### config.mk
export PLATFORM = sky130hd
export DESIGN_NAME = mips_multi_control
export DESIGN_NICKNAME = d
export VERILOG_FILES = /design/src/rtl/mips_multi_control.sv
export SDC_FILE = /design/constraint.sdc
export NUM_CORES = 1
export LEC_CHECK = 0
export BUFFER_PORTS_ARGS = -buffer_cell sky130_fd_sc_hd__buf_2
export CELL_PAD_IN_SITES_DETAIL_PLACEMENT = 1
export CELL_PAD_IN_SITES_GLOBAL_PLACEMENT = 1
export CORE_MARGIN = 8
export CORE_UTILIZATION = 43
export DETAILED_ROUTE_END_ITERATION = 8
export PLACE_DENSITY_LB_ADDON = 0.1
export SYNTH_ARGS = -nofsm -noshare
export SYNTH_HDL_FRONTEND = slang
export SYNTH_SLANG_ARGS = --single-unit
### constraint.sdc
create_clock -name clk -period 3.4 [get_ports clk]
set_clock_uncertainty 0.05 [all_clocks]
set_input_delay 0.51 -clock clk [delete_from_list [all_inputs] [get_ports clk]]
set_output_delay 0.51 -clock clk [all_outputs]
set_load 0.03 [all_outputs]
### src/rtl/mips_multi_control.sv
// Multi-cycle MIPS control FSM: decodes Op/Funct, sequences instruction phases, drives ALU/datapath controls.
// Optional feature: define MCTRL_BNE_EN to accept bne (Op 000101) as a branch on ~Zero.
module mips_multi_control #(
  parameter int CNT_W    = 32,
  parameter bit MEM_WAIT = 1'b1
) (
  input  logic             clk,
  input  logic             rst_n,
  input  logic [5:0]       Op,
  input  logic [5:0]       Funct,
  input  logic             Zero,
  input  logic             MemReady,
  output logic [3:0]       ALUControl,
  output logic             ALUSrcA,
  output logic [1:0]       ALUSrcB,
  output logic [1:0]       PCSrc,
  output logic             IorD,
  output logic             MemWrite,
  output logic             IRWrite,
  output logic             RegDst,
  output logic             MemtoReg,
  output logic             RegWrite,
  output logic             PCEn,
  output logic             Illegal,
  output logic [CNT_W-1:0] InstrCount
);

  localparam logic [5:0] OP_R    = 6'b000000;
  localparam logic [5:0] OP_LW   = 6'b100011;
  localparam logic [5:0] OP_SW   = 6'b101011;
  localparam logic [5:0] OP_BEQ  = 6'b000100;
  localparam logic [5:0] OP_ADDI = 6'b001000;
  localparam logic [5:0] OP_J    = 6'b000010;
  localparam logic [5:0] OP_BNE  = 6'b000101;

  localparam logic [3:0] ALU_AND = 4'b0000;
  localparam logic [3:0] ALU_OR  = 4'b0001;
  localparam logic [3:0] ALU_ADD = 4'b0010;
  localparam logic [3:0] ALU_SUB = 4'b0110;
  localparam logic [3:0] ALU_SLT = 4'b0111;

  typedef enum logic [3:0] {
    S_FETCH, S_DECODE, S_MEMADR, S_MEMRD, S_MEMWB, S_MEMWR,
    S_EXEC, S_ALUWB, S_BRANCH, S_ADDIEX, S_ADDIWB, S_JUMP
  } state_t;

  state_t state, state_nx;

  function automatic logic funct_legal(input logic [5:0] f);
    return (f == 6'b100000) || (f == 6'b100010) || (f == 6'b100100) ||
           (f == 6'b100101) || (f == 6'b101010);
  endfunction

  function automatic logic [3:0] funct_alu(input logic [5:0] f);
    case (f)
      6'b100010: return ALU_SUB;
      6'b100100: return ALU_AND;
      6'b100101: return ALU_OR;
      6'b101010: return ALU_SLT;
      default:   return ALU_ADD;
    endcase
  endfunction

  logic ready, bne_op, taken;
  logic [3:0] alu_c;
  logic       srca_c, iord_c, memwr_c, irwr_c, regdst_c, memtoreg_c, regwr_c;
  logic       pcwrite_c, branch_c, illegal_c, retire_c;
  logic [1:0] srcb_c, pcsrc_c;

  assign ready = MEM_WAIT ? MemReady : 1'b1;

`ifdef MCTRL_BNE_EN
  assign bne_op = (Op == OP_BNE);
`else
  assign bne_op = 1'b0;
`endif

  // IR is loaded in FETCH, so Op/Funct stay valid for the rest of the instruction
  assign taken = bne_op ? ~Zero : Zero;

  always_ff @(posedge clk or negedge rst_n) begin
    if (!rst_n) state <= S_FETCH;
    else        state <= state_nx;
  end

  always_ff @(posedge clk or negedge rst_n) begin
    if (!rst_n)        InstrCount <= '0;
    else if (retire_c) InstrCount <= InstrCount + CNT_W'(1);
  end

  always_comb begin
    state_nx   = state;
    alu_c      = ALU_ADD;
    srca_c     = 1'b0;
    srcb_c     = 2'b00;
    pcsrc_c    = 2'b00;
    iord_c     = 1'b0;
    memwr_c    = 1'b0;
    irwr_c     = 1'b0;
    regdst_c   = 1'b0;
    memtoreg_c = 1'b0;
    regwr_c    = 1'b0;
    pcwrite_c  = 1'b0;
    branch_c   = 1'b0;
    illegal_c  = 1'b0;
    retire_c   = 1'b0;
    case (state)
      S_FETCH: begin
        srcb_c    = 2'b01;
        irwr_c    = ready;
        pcwrite_c = ready;
        if (ready) state_nx = S_DECODE;
      end
      S_DECODE: begin
        srcb_c = 2'b11;
        case (Op)
          OP_LW, OP_SW: state_nx = S_MEMADR;
          OP_R:         state_nx = S_EXEC;
          OP_BEQ:       state_nx = S_BRANCH;
          OP_ADDI:      state_nx = S_ADDIEX;
          OP_J:         state_nx = S_JUMP;
          default: begin
            if (bne_op) begin
              state_nx = S_BRANCH;
            end else begin
              illegal_c = 1'b1;
              state_nx  = S_FETCH;
            end
          end
        endcase
      end
      S_MEMADR: begin
        srca_c   = 1'b1;
        srcb_c   = 2'b10;
        state_nx = (Op == OP_LW) ? S_MEMRD : S_MEMWR;
      end
      S_MEMRD: begin
        iord_c = 1'b1;
        if (ready) state_nx = S_MEMWB;
      end
      S_MEMWB: begin
        memtoreg_c = 1'b1;
        regwr_c    = 1'b1;
        retire_c   = 1'b1;
        state_nx   = S_FETCH;
      end
      S_MEMWR: begin
        // held steady while waiting so the memory sees a single write
        iord_c  = 1'b1;
        memwr_c = 1'b1;
        if (ready) begin
          retire_c = 1'b1;
          state_nx = S_FETCH;
        end
      end
      S_EXEC: begin
        srca_c    = 1'b1;
        alu_c     = funct_alu(Funct);
        illegal_c = ~funct_legal(Funct);
        state_nx  = S_ALUWB;
      end
      S_ALUWB: begin
        regdst_c = 1'b1;
        regwr_c  = funct_legal(Funct);
        retire_c = funct_legal(Funct);
        state_nx = S_FETCH;
      end
      S_BRANCH: begin
        srca_c   = 1'b1;
        alu_c    = ALU_SUB;
        pcsrc_c  = 2'b01;
        branch_c = 1'b1;
        retire_c = 1'b1;
        state_nx = S_FETCH;
      end
      S_ADDIEX: begin
        srca_c   = 1'b1;
        srcb_c   = 2'b10;
        state_nx = S_ADDIWB;
      end
      S_ADDIWB: begin
        regwr_c  = 1'b1;
        retire_c = 1'b1;
        state_nx = S_FETCH;
      end
      S_JUMP: begin
        pcsrc_c   = 2'b10;
        pcwrite_c = 1'b1;
        retire_c  = 1'b1;
        state_nx  = S_FETCH;
      end
      default: state_nx = S_FETCH;
    endcase
  end

  // Write enables and the fault pulse are gated by rst_n so an in-flight access dies at once
  assign ALUControl = alu_c;
  assign ALUSrcA    = srca_c;
  assign ALUSrcB    = srcb_c;
  assign PCSrc      = pcsrc_c;
  assign IorD       = iord_c;
  assign RegDst     = regdst_c;
  assign MemtoReg   = memtoreg_c;
  assign MemWrite   = rst_n & memwr_c;
  assign IRWrite    = rst_n & irwr_c;
  assign RegWrite   = rst_n & regwr_c;
  assign PCEn       = rst_n & (pcwrite_c | (branch_c & taken));
  assign Illegal    = rst_n & illegal_c;

endmodule
==> results of run 1 <==
[per-stage QoR]
stage	setup slack, ps	util	hold slack, ps
floorplan	1040	-	164
global placement	936	0.504	401
detailed placement	876	0.504	403
CTS	847	0.522	90.5
global route	744	0.522	99.8
finish	853	0.522	86.9
[path summary, 6_finish.rpt]
kind                                             from                         end  slack (ps)  cells past startpoint
max                              state[3]$_DFFE_PN0P_                    RegWrite         850                      5
min                                             rst_n   InstrCount[4]$_DFFE_PN0P_          90                      1
max reg2reg                      state[3]$_DFFE_PN0P_   InstrCount[8]$_DFFE_PN0P_         920                      4
min reg2reg                InstrCount[31]$_DFFE_PN0P_  InstrCount[31]$_DFFE_PN0P_         410                      1
max in group asynchronous                       rst_n  InstrCount[21]$_DFFE_PN0P_        2540                      2
min in group clk           InstrCount[31]$_DFFE_PN0P_  InstrCount[31]$_DFFE_PN0P_         410                      1
[routing by layer]
| metal | vias up | part of all wire | wire length (µm) |
|---|---|---|---|
| met1 | 1048 | 0.46 | 3000 |
| met2 | 43 | 0.48 | 3130 |
| li1 | 1017 | - | - |
| met5 | - | 0 | 0 |
| met4 | 0 | 0.0096 | 62 |
| met3 | 7 | 0.042 | 273 |
[synthesized netlist by cell type, types with 3 or more instances]
cell	number
sky130_fd_sc_hd__nor4_1	3
sky130_fd_sc_hd__nand2b_1	9
sky130_fd_sc_hd__dfrtp_1	36
sky130_fd_sc_hd__a211oi_1	12
sky130_fd_sc_hd__nor2_1	11
sky130_fd_sc_hd__and4_1	3
sky130_fd_sc_hd__clkbuf_1	6
sky130_fd_sc_hd__nor2b_1	5
sky130_fd_sc_hd__o21ai_0	4
sky130_fd_sc_hd__a21oi_1	11
sky130_fd_sc_hd__buf_1	3
sky130_fd_sc_hd__xnor2_1	3
sky130_fd_sc_hd__and3_1	4
sky130_fd_sc_hd__nor3b_1	3
sky130_fd_sc_hd__xor2_1	30
sky130_fd_sc_hd__a2111oi_2	13
sky130_fd_sc_hd__nand3_1	15
sky130_fd_sc_hd__inv_1	6
sky130_fd_sc_hd__nor3_1	5
sky130_fd_sc_hd__nand2_1	15
sky130_fd_sc_hd__nand4_1	7
[power groups by stage]
stage / logic (mW) / clock network (mW) / registers, mW
6_report: 0.728 / 0.327 / 0.664
5_1_grt: 0.789 / 0.353 / 0.688
4_1_cts: 0.743 / 0.334 / 0.664
3_5_place_dp: 0.739 / 0 / 0.671
3_3_place_gp: 0.723 / 0 / 0.670
2_1_floorplan: 0.344 / 0 / 0.820
[layout by cell type, fill, tap and decap left out, types with 2 or more instances in the layout]
cell type,count
sky130_fd_sc_hd__buf_2,63
sky130_fd_sc_hd__dfrtp_1,36
sky130_fd_sc_hd__xor2_1,30
sky130_fd_sc_hd__nand2_1,15
sky130_fd_sc_hd__nand3_1,15
sky130_fd_sc_hd__a2111oi_2,13
sky130_fd_sc_hd__a211oi_1,12
sky130_fd_sc_hd__nor2_1,11
sky130_fd_sc_hd__a21oi_1,11
sky130_fd_sc_hd__nand2b_1,9
sky130_fd_sc_hd__nand4_1,7
sky130_fd_sc_hd__inv_1,6
sky130_fd_sc_hd__clkbuf_8,6
sky130_fd_sc_hd__nor3_1,5
sky130_fd_sc_hd__nor2b_1,5
sky130_fd_sc_hd__o21ai_0,4
sky130_fd_sc_hd__and3_1,4
sky130_fd_sc_hd__buf_4,4
sky130_fd_sc_hd__nor3b_1,3
sky130_fd_sc_hd__nor4_1,3
sky130_fd_sc_hd__and4_1,3
sky130_fd_sc_hd__xnor2_1,3
sky130_fd_sc_hd__or2_2,2
sky130_fd_sc_hd__mux2i_1,2
sky130_fd_sc_hd__o211ai_1,2
sky130_fd_sc_hd__or4_1,2
[worst reg2reg max path, cell delays in order, from the launching register on]
cell,delay [ps]
sky130_fd_sc_hd__dfrtp_1,570
sky130_fd_sc_hd__and4b_1,360
sky130_fd_sc_hd__or4b_4,700
sky130_fd_sc_hd__a2111oi_1,550
sky130_fd_sc_hd__xor2_1,180
[state kept, by name (all words and copies together), names as in the netlist]
name / count
InstrCount: 32
state: 4
[final cells by class]
| cell class | count | area (µm²) |
|---|---|---|
| repair buffers | 67 | 345 |
| flip-flops and latches | 36 | 901 |
| fillers | 667 | 2580 |
| clock buffers | 7 | 86.3 |
| inverters | 6 | 22.5 |
| clock inverters | 1 | 7.51 |
| well taps | 72 | 90.1 |
| multi-input cells | 184 | 1370 |
[kinds of logic (layout without fill, tap and decap cells)]
group,after synthesis,after routing,share of synthesized area
compound gates,55,55,0.215
xor+xnor,33,33,0.122
fa+ha+maj,1,1,0.00530
buf+inv,19,81,0.0387
flops,36,36,0.382
mux,4,4,0.0196
other cells,1,1,0.00159
simple gates,90,90,0.216
==> out/metrics.sh, run 1 <==
RUN_STATUS='finished clean'
SYNTHARSTFLOPSHARE=1.00
FP.DIEW_UM=90.1
CLKSINKCOUNT=36
POST-PLACE-CELLS=365
FLOW.AREA_GROWTH_FROM_SYNTHESIS_PCT=19.5
CLOCK_INSERTION_DELAY_WORST_SKEW_PS=290
FIRST_GLOBAL_VIAS=2246
DRT_FIRST_ITER_VIOLATIONS=75
POSTCTSHOLDBUFS=0
MAX_FREQ_MHz=393
TOTAL_LEAKAGE_POWER_nW=1.04
TRITONCTS.NUM_BUFFERS=5
ROW_COUNT=27
CRITICAL_PATH_REQUIRED_PS=2840
YS_WARN_COUNT=0
TIMING.CRITICAL_PATH.CELLS='or3b_2 > o41ai_1 > a21oi_1 > nor2b_1 > buf_2'
POST-ROUTE-CELL-AREA_UM2=2820
GLOBALROUTEOVERFLOWTOTAL=0
ROUTABILITYCONGESTION=0.762
SYNTH_CELL_TYPE_COUNT=51
GLOBAL_ROUTE.USAGE.TOTAL=0.163
POWER.DENSITY_CELL_AREA_nW_PER_UM2=610
PORTBUFFERS=63
CTSRESIZECOUNT=0
P_SEQ_FRAC=0.386
DPL_CELL_AREA_UM2=2730
WORSTHOLDPATHTYPE='in -> async'
SYNTH_AREA_LEADER_CELL='sky130_fd_sc_hd__dfrtp_1'
SYN_AREA_PER_CELL_UM2=9.87
CRITICALPATHCATEGORY='reg -> out'
CRITPATHMAXSTAGEDELAY_PS=660
GRT_START_MAX_NET_PINS=32
SETUP.WORST_PATH.START_CLASS='flip-flop'
SYNTHESIZED_INSTANCE_COUNT=239
SYNTH_TOP_CELLS_BY_AREA='sky130_fd_sc_hd__dfrtp_1 38%, sky130_fd_sc_hd__xor2_1 11%, sky130_fd_sc_hd__a2111oi_2 8.3%, sky130_fd_sc_hd__a211oi_1 3.8%, sky130_fd_sc_hd__nand3_1 3.2%'
SYNTH.CELL_AREA_UM2=2360
DRT_FIRST_PASS_ITERS=4
TIMING_MAX_TRANSITION_VIOLATIONS_FINAL=0
NUM_VIAS=2115
FINAL_CELL_COUNT_NO_FILL=373
WORSTMARGINPINSLEW_PS=565
WIRE_LENGTH_OF_THE_FIRST_GLOBAL_ROUTING_PASS_MM=11.2
SYNTH-SEQ-AREA-SHARE=0.382
FIN_CRIT_SH=0.749
GRTUSAGEMET2=0.270
CRITICAL-PATH-TOP-DELAY-FAMILY='flip-flops'
CTS_TREE='done'
ENDPOINT_KIND='output pin'
INTERNAL_POWER_uW=916
FINALHOLDVIOLATIONS=0
DRC=0
CTS_HTREE_LEVELS=2
GRT_ANTENNA_BEFORE_REPAIR=0
GLOBAL_ROUTE.PEAK_USAGE_LAYER='met2'
ANTENNA_LEFT=0
WORST_IR_DROP_VDD_mV=0.368
MIN_PERIOD_PS=2550
CP.ARRIVAL_PS=1990
SHARE_CLK_OF_TOTAL_POWER=0.190
TIMING.FINAL.SETUP_VIOLATIONS=0
RSZ0062_AT_GRT='no'
TOTAL_SWITCHING_POWER_uW=804
SYNTH_NETS=256
VIAS_PER_CELL=5.67
POST_DETAILED_ROUTING_WIRE_LENGTH_MM=6.47
DIE_H_UM=90.1
MET1_USAGE=0.206
CP_SLOWEST_CELL='sky130_fd_sc_hd__dfrtp_1'
FP.COREAREA_UM2=5410
ANTENNA-DIODE-COUNT=0
USE_MET3=0.0416
YS_SEQ_ELEMENTS=36
AVGROUTEDWIREPERCELL_UM=17.3
MAX-CAP-VIOLATIONS=0
CRIT_PATH_MAX_FANOUT=15
SYNTH-EDFF-COUNT=0
RELSLEWSLACK=0.622
YOSYS.AREA.TOP_TYPE_SHARE=0.382
DIE-AREA_UM2=8110
POSTCTSSETUPBUFFERS=0
SETUP-TNS-FINAL_PS=0
COMBINATIONALPOWERSHARE=0.424
IO_PINS=65
FINAL_NET_COUNT=317
BUFFERS_AND_INVERTERS_ON_THE_WORST_PATH=1
POST_ROUTE_CELLS_DRIVE_ABOVE_1_SHARE=0.316
YS_DOMINANT_REG_CELL='sky130_fd_sc_hd__dfrtp_1'
SW_FRAC_OF_TOTAL=0.467
DESIGN_POWER_TOTAL_mW=1.72
FLOORPLAN.INITIALDENSITY=0.437
CTS-ROOT-TO-SINK-BUFFERS=2
CTS_ROOT_BUFFER='sky130_fd_sc_hd__clkbuf_8'
HPWL_AFTER_DETAILED_PLACEMENT_MM=4.82
CLKSLEWWORSTSETUPHOLDPATHS_PS=80
Power figures use the tool's default switching activity.
==> run 2: changes to the inputs <==
--- a/config.mk
+++ b/config.mk
@@ -5,11 +5,12 @@
 export SDC_FILE = /design/constraint.sdc
 export NUM_CORES = 1
 export LEC_CHECK = 0
+export ABC_AREA = 1
 export BUFFER_PORTS_ARGS = -buffer_cell sky130_fd_sc_hd__buf_2
 export CELL_PAD_IN_SITES_DETAIL_PLACEMENT = 1
 export CELL_PAD_IN_SITES_GLOBAL_PLACEMENT = 1
 export CORE_MARGIN = 8
-export CORE_UTILIZATION = 43
+export CORE_UTILIZATION = 37
 export DETAILED_ROUTE_END_ITERATION = 8
 export PLACE_DENSITY_LB_ADDON = 0.1
 export SYNTH_ARGS = -nofsm -noshare
==> constraint.sdc (replaced) <==
create_clock -name clk -period 2.6 [get_ports clk]
set_clock_uncertainty 0.05 [all_clocks]
set_input_delay 0.39 -clock clk [delete_from_list [all_inputs] [get_ports clk]]
set_output_delay 0.39 -clock clk [all_outputs]
set_load 0.03 [all_outputs]
==> run 2 against run 1 <==
Area after synthesis rose by 18%. Utilization fell by 7.2 points. Clock-buffer cell count did not move. Largest cell class unchanged. First-iteration DRC count rose by 49%. Power rose by 2.3%. Final area rose by 16%.
==> out/metrics.sh, run 2 <==
RUN_STATUS='finished clean'
TIMING.CRITICAL_PATH.CELLS='nor2_1 > inv_1 > nor2_1 > nand3_1 > a21oi_1 > buf_2'
GRT_ANTENNA_BEFORE_REPAIR=0
POSTCTSHOLDBUFS=0
CLKSLEWWORSTSETUPHOLDPATHS_PS=70
SETUP-TNS-FINAL_PS=0
DRC=0
POST_SYNTH_XOR_AREA_FRACTION=0.0471
FILLCELLCOUNT=1076
VIAS_PER_CELL=4.88
SYNTH.TOP_CELLS.BY_COUNT='190 x sky130_fd_sc_hd__nand2_1, 69 x sky130_fd_sc_hd__nor2_1, 64 x sky130_fd_sc_hd__nand3_1, 45 x sky130_fd_sc_hd__inv_1, 36 x sky130_fd_sc_hd__dfrtp_1'
SYNTH_TOP_CELLS_BY_AREA='sky130_fd_sc_hd__dfrtp_1 32%, sky130_fd_sc_hd__nand2_1 26%, sky130_fd_sc_hd__nand3_1 11%, sky130_fd_sc_hd__nor2_1 9.3%, sky130_fd_sc_hd__inv_1 6.1%'
SEQUENTIAL_CELL_AREA_UM2=901
MAX-CAP-VIOLATIONS=0
YS_WARN_COUNT=0
NUM_VIAS=3050
GLOBAL_ROUTE.PEAK_USAGE_LAYER='met2'
LARGEST_REGISTER_FF_COUNT=32
DRT_FIRST_PASS_ITERS=4
YS_SEQ_ELEMENTS=36
CRITPATHMAXSTAGEDELAY_PS=400
WORSTMARGINPINSLEW_PS=510
HPWL_AFTER_DETAILED_PLACEMENT_MM=7.14
GLOBALROUTEOVERFLOWTOTAL=0
MAX_FREQ_MHz=419
FP.DIEW_UM=103
DIE_H_UM=103
CTS_HTREE_LEVELS=2
ANTENNA_LEFT=0
SYNTH_TOP_FAMILY_BY_AREA='simple AND/OR/NAND/NOR gates'
DESIGN_POWER_TOTAL_mW=1.76
SYN_AREA_PER_CELL_UM2=6.01
CTS-ROOT-TO-SINK-BUFFERS=2
SYNTH.CELL_AREA_UM2=2790
IO_PINS=65
POST_ROUTE_CELLS_DRIVE_ABOVE_1_SHARE=0.167
DRT_FIRST_ITER_VIOLATIONS=112
LEADING_CELL_TYPE_IN_THE_LAYOUT_FILL_AND_TAPS_EXCLUDED='sky130_fd_sc_hd__nand2_1'
CLOCK_INSERTION_DELAY_WORST_SKEW_PS=300
FIRST_GLOBAL_VIAS=3225
WIRE_LENGTH_OF_THE_FIRST_GLOBAL_ROUTING_PASS_MM=15.1
FIN_CRIT_SH=0.919
WORST_IR_DROP_VDD_mV=0.415
TIMING_MAX_TRANSITION_VIOLATIONS_FINAL=0
SETUP.WORST_PATH.START_CLASS='flip-flop'
FLOW.AREA_GROWTH_FROM_SYNTHESIS_PCT=17.6
POSTCTSSETUPBUFFERS=0
TIMING.FINAL.SETUP_VIOLATIONS=0
PRE_CTS_WS_PS=554
FINAL_NET_COUNT=543
ROW_COUNT=31
CTSRESIZECOUNT=0
SYNTH_SIMPLE_GATE_AREA_FRAC=0.506
GLOBAL_ROUTE.USAGE.TOTAL=0.182
TOTAL_LEAKAGE_POWER_nW=1.78
SYNTH_AREA_LEADER_CELL='sky130_fd_sc_hd__dfrtp_1'
LARGESTREGISTERS='InstrCount x32, state x4'
RSZ0062_AT_GRT='no'
TRITONCTS.NUM_BUFFERS=5
ENDPOINT_KIND='output pin'
RELSLEWSLACK=0.659
SYNTHESIZED_INSTANCE_COUNT=464
CTS_TREE='done'
GRT_START_MAX_NET_PINS=37
SYNTH_NETS=481
FLOORPLAN.INITIALDENSITY=0.382
POST_DETAILED_ROUTING_WIRE_LENGTH_MM=8.92
SYNTH-EDFF-COUNT=0
CP_SLOWEST_CELL='sky130_fd_sc_hd__dfrtp_1'
MIN_PERIOD_PS=2390
SYNTH_CELL_TYPE_COUNT=24
ROUTABILITYCONGESTION=0.887
SYNTH.MUX.AREA_FRACTION=0
SYNTHARSTFLOPSHARE=1.00
WORST-R2R-SETUP-SLACK_PS=580
CRIT_PATH_MAX_FANOUT=6
MET1_USAGE=0.244
POWER.DENSITY_CELL_AREA_nW_PER_UM2=537
AVGROUTEDWIREPERCELL_UM=14.3
YS_DOMINANT_REG_CELL='sky130_fd_sc_hd__dfrtp_1'
MULTI_INPUT_AREA_UM2=1650
SYNTHADDERAREAFRAC=0.00449
YOSYS.AREA.TOP_TYPE_SHARE=0.323
CRITICALPATHCATEGORY='reg -> out'
SYNTHMOSTINSTANTIATEDCELL='sky130_fd_sc_hd__nand2_1'
PATH_COMMON_CELL='sky130_fd_sc_hd__nor2_1'
DIE-AREA_UM2=10600
GRTUSAGEMET2=0.295
REGISTER_WITH_THE_MOST_FLIP_FLOPS='InstrCount'
FINALHOLDVIOLATIONS=0
SYNTH-SEQ-AREA-SHARE=0.323
TIMING.FINAL.WS_SETUP_PS=212
CLKSINKCOUNT=36
CRITICAL_PATH_REQUIRED_PS=2160
ANTENNA-DIODE-COUNT=0
PORTBUFFERS=63
CTS_ROOT_BUFFER='sky130_fd_sc_hd__clkbuf_8'
FP.COREAREA_UM2=7290
LAYOUT.CELLS.MOST_COMMON_LIST='190 x sky130_fd_sc_hd__nand2_1, 69 x sky130_fd_sc_hd__nor2_1, 64 x sky130_fd_sc_hd__nand3_1, 63 x sky130_fd_sc_hd__buf_2, 45 x sky130_fd_sc_hd__inv_1'
CP.ARRIVAL_PS=1950
USE_MET3=0.0250
SYNTH_COMPOUND_AREA_FRAC=0.0314
WORSTHOLDPATHTYPE='in -> async'
## run 2: logic make-up after synthesis
kind of cell | Yosys count
flops | 36
xor+xnor | 15
compound gates | 14
other cells | 1
buf+inv | 57
simple gates | 340
fa+ha+maj | 1
## run 2: worst max-delay path, delay by kind of cell (launching register included)
kind	cells	cell delay (ps)
AOI/OAI and AO/OA	1	150
buffers and inverters	2	370
DFF	1	400
and+or+nand+nor	3	720
## run 2: worst paths after layout
check | startpoint | endpoint | cells after the start
max | state[3]$_DFFE_PN0P_ | Illegal | 6
max in group asynchronous | rst_n | InstrCount[26]$_DFFE_PN0P_ | 2
min in group clk | Op[2] | state[3]$_DFFE_PN0P_ | 3
min reg2reg | InstrCount[31]$_DFFE_PN0P_ | InstrCount[31]$_DFFE_PN0P_ | 2
max reg2reg | state[1]$_DFFE_PN0P_ | InstrCount[14]$_DFFE_PN0P_ | 7
min | rst_n | InstrCount[10]$_DFFE_PN0P_ | 2
## run 2: power breakdown
group / internal (mW) / switching, mW / total, mW / leakage (nW)
combinational: 0.168 / 0.497 / 0.666 / 1.24
clock: 0.236 / 0.216 / 0.452 / 0.0503
sequential: 0.596 / 0.0459 / 0.642 / 0.498
total: 1.00 / 0.759 / 1.76 / 1.78
## run 2: metrics by stage
step | hold WS (ps) | cells | utilization | cell area (µm²)
final | 96.7 | 625 | 0.449 | 3280
after global routing | 136 | 625 | 0.449 | 3280
after CTS | 102 | 625 | 0.449 | 3280
after detailed placement | 434 | 618 | 0.436 | 3180
after global placement | 431 | 618 | 0.436 | 3180
after floorplan | 44.4 | 464 | - | 2790
## run 2: final cells by class
cell class,count,share of cell area
timing repair buffer,66,0.103
inverter,46,0.0527
multi-input combinational,371,0.502
sequential,36,0.275
clock buffer,7,0.0294
tap,99,0.0378
## run 2: layer usage
metal / up-vias / part of all wire
met3: 8 / 0.030
met4: 0 / 0.011
met2: 38 / 0.45
met5: - / 0
met1: 1446 / 0.51
li1: 1558 / -
